File: config.mk
export PLATFORM = sky130hd
export DESIGN_NAME = reg_file
export DESIGN_NICKNAME = d
export VERILOG_FILES = /design/src/rtl/reg_file.sv
export SDC_FILE = /design/constraint.sdc
export NUM_CORES = 2
export LEC_CHECK = 0
export CORE_ASPECT_RATIO = 1.2
export CORE_MARGIN = 8
export CORE_UTILIZATION = 58
export CTS_BUF_LIST = sky130_fd_sc_hd__clkbuf_16
export CTS_CLUSTER_SIZE = 25
export DETAILED_ROUTE_END_ITERATION = 10
export PLACE_DENSITY = 0.85
export SETUP_SLACK_MARGIN = 0.3
export SLEW_MARGIN = 0
export SYNTH_ARGS = -nofsm -noshare
export SYNTH_HDL_FRONTEND = slang
export SYNTH_SLANG_ARGS = --single-unit
File: constraint.sdc
create_clock -name clk -period 37 [get_ports clk]
set_input_delay 5.55 -clock clk [delete_from_list [all_inputs] [get_ports clk]]
set_output_delay 5.55 -clock clk [all_outputs]
set_load 0.005 [all_outputs]
File: src/rtl/reg_file.sv
// General-purpose register file: 2^ADSize words, two combinational read ports,
// one synchronous write port, contents cleared asynchronously on reset.
module reg_file #(
  parameter int ADSize  = 5,
  parameter int REGSize = 32,
  parameter int DASize  = 32
) (
  input  logic              clk,
  input  logic              rst,
  input  logic              Write,
  input  logic [ADSize-1:0] Write_ADDR,
  input  logic [DASize-1:0] DIN,
  input  logic [ADSize-1:0] Read_ADDR_1,
  input  logic [ADSize-1:0] Read_ADDR_2,
  output logic [DASize-1:0] OUT_1,
  output logic [DASize-1:0] OUT_2
);

  logic [DASize-1:0] mem [REGSize];

  // Reset wins over a coincident write edge; address 0 is an ordinary register.
  always_ff @(posedge clk or posedge rst) begin
    if (rst) begin
      for (int i = 0; i < REGSize; i++) begin
        mem[i] <= '0;
      end
    end else if (Write) begin
      mem[Write_ADDR] <= DIN;
    end
  end

  // No write-to-read bypass: reads see the stored value only.
  always_comb begin
    OUT_1 = mem[Read_ADDR_1];
    OUT_2 = mem[Read_ADDR_2];
  end

endmodule

==> metrics.txt <==
worst flop-to-flop path endpoint=mem[550]; FMAX=a little over 60 MHz; worst reg-to-reg path cell count=1; Detail Placement HPWL=about 86,000 um; drt pass-1 iters=5; CP endpoint kind=primary output; largest family of logic cells by synthesized area=multiplexers; final slew viol count=0; Core Region=0.0965 sq mm; Synth Area in Adders=0; pwr dens=between 50 and 60 mW/mm^2; first-pass GRT wire length=250,000 um; IO Count=114; Place WS=21.08 ns; number of H-tree levels=3; CTS tree=done; Reg with most FFs=mem; Clock Pin Slew Worst Setup and Hold Paths=0.06 ns; unrepaired setup endpoints after global routing=no; setup TNS=0 ns; CP endpoint=OUT_2[0]; Area Overhead vs Synth=7.53%; Hold Crit Class=reg -> reg; layout cells sized above 1=0.276; CTS buffer count=97; Syn Area/Cell=12.2 sq um; starting density of the core=0.583; DR DRC count=0; Leakage=around 28 nW; antenna violations before repair=6; Via density=6.84; Final WS setup=20.93 ns; Synth Area in Compound Gates=0.0698; Yosys warnings=0; setup slack, reg-to-reg=36.15 ns; synthesized area=0.0562 sq mm; IO buf count=113; clk_lat worst skew=0.67 ns; Largest register FFs=1,024; sequential fraction of the synthesis area=0.456; slew margin rel.=0.169; VDD IR max=between 0.04 and 0.05 mV; Die ar.=0.107 sq mm; Mapped Nets=4,656; post-synthesis mux area share=0.387; detailed-route via count=39,700; gpl congestion=0.807; hold_buf cts=0; #FFs+latches synth=1,024; min Tclk post-route=16.07 ns; number of global-route vias before repair=roughly 41,000; cells after synthesis=4,606; clk sink count=approximately 1,000; status=completed; RR Startpoint=mem[550]; Post-Synth Simple-Gate Area=0.0438; fillers=7,063; row count=125; max_cap viols=0; Setup crit start kind=input pin; DIE HEIGHT=about 360 um; starting DRC count in detailed routing=4,012; CP Max Fanout=62; worst slew pin tran=1.25 ns; final setup violation count=0; Worst Setup SP=Read_ADDR_2[1]; grt total ovfl=0; CTS resizes=0; nets@finish=4,499; postcts setup bufs=0; Final period util=0.434; post-route ant nets=0; total track usage=0.301; WL per Instance=28.5 um; hold violation total from the final report=0; root buffer cell=clkbuf_16; Post-Synth XOR/XNOR Area=0; WP data required=roughly 31 ns; top flop regs=mem (1024); Distinct cells, synth=29; clock skew=0 ns; WP data arrival=10.52 ns; DRT Wirelength=approximately 170,000 um; WS Path Type=in -> out; Max clock buf depth=3; largest net degree at the start of global routing=about 170; Die X=300 um
## stage by stage
stage,hold WS (ns),power [mW],instances,area [sq um],utilization
after floorplan,0.479,1.97,4606,56200,-
after global routing,0.535,3.28,5805,60500,0.626
after global placement,0.490,2.11,5620,57300,0.594
final,0.516,3.15,5805,60500,0.626
after CTS,0.517,3.15,5802,60400,0.626
after detailed placement,0.502,2.15,5620,57300,0.594
## worst min-delay path by stage
stage / from / cells past startpoint / slack, ns / endpoint
finish: mem[545] / 1 / 0.52 / mem[545]
global route: mem[546] / 1 / 0.54 / mem[546]
CTS: mem[518] / 1 / 0.52 / mem[518]
detailed placement: mem[552] / 1 / 0.50 / mem[552]
global placement: mem[530] / 1 / 0.49 / mem[530]
floorplan: mem[127] / 1 / 0.48 / mem[127]
## cell families (layout without fill, tap and decap cells)
group	Yosys count	in the layout
AOI/OAI and AO/OA	576	576
and+or+nand+nor	513	513
buffers and inverters	445	371
muxes	2048	2048
DFF	1024	1024
other	0	3
## where the power goes
group / switching [mW] / total, mW / leakage [nW] / internal, mW
sequential: 0.167 / 1.51 / 13.1 / 1.34
clock: 0.439 / 1.00 / 1.64 / 0.562
combinational: 0.301 / 0.643 / 13.7 / 0.342
## cell usage after synthesis (all sizes together)
cell	instances	area (sq um)
a31oi	64	400
or3b	1	11.3
or2	3	18.8
nand2	211	792
a21oi	192	961
dfrtp	1024	25600
buf	248	1690
nor3b	4	45.1
a22o	128	1120
mux2i	1024	10200
clkbuf	196	736
inv	1	3.75
and2	2	12.5
nand3	194	971
and3	1	6.26
nor3	65	325
a22oi	192	1440
nor2b	4	25.0
nand3b	4	30.0
and3b	1	8.76
nand2b	4	25.0
mux2	1024	11500
nor2	19	191
## layout make-up
cell class | instances | area (sq um) | share of cell area
Timing Repair Buffer | 188 | 1800 | 0.0298
Inverter | 1 | 11.3 | 0.000186
Antenna cell | 3 | 7.51 | 0.000124
Sequential cell | 1024 | 25600 | 0.424
Tap cell | 1270 | 1590 | 0.0263
Multi-Input combinational cell | 3137 | 28300 | 0.468
Clock inverter | 81 | 618 | 0.0102
Clock buffer | 101 | 2530 | 0.0418
## cell usage in the layout (no fill, tap or decap), types with 24 or more instances in the layout
cell type,instances
mux2_2,987
a21oi_1,192
a22o_1,128
buf_4,67
nand2_1,193
dfrtp_1,1024
inv_1,25
nand3_1,194
nor3_1,65
a31oi_1,64
mux2i_1,1024
clkbuf_16,101
mux2_1,37
clkdlybuf4s50_1,111
a22oi_1,192
clkinv_1,24
## critical path, stage by stage
cell and delay [ns]:
buf_8 0.37, buf_4 0.91, buf_4 0.98, buf_4 0.96
mux2i_1 0.17, a22o_1 0.27, nor3_1 0.20, a31oi_1 0.09
nand3_1 0.21, clkdlybuf4s50_1 0.56
## layer usage
layer / GRT usage / share of wire
met1: 0.384 / 0.39
met2: 0.475 / 0.46
met3: 0.0678 / 0.094
met4: 0.167 / 0.060
met5: 0 / 0.00023
Power figures use the tool's default switching activity.
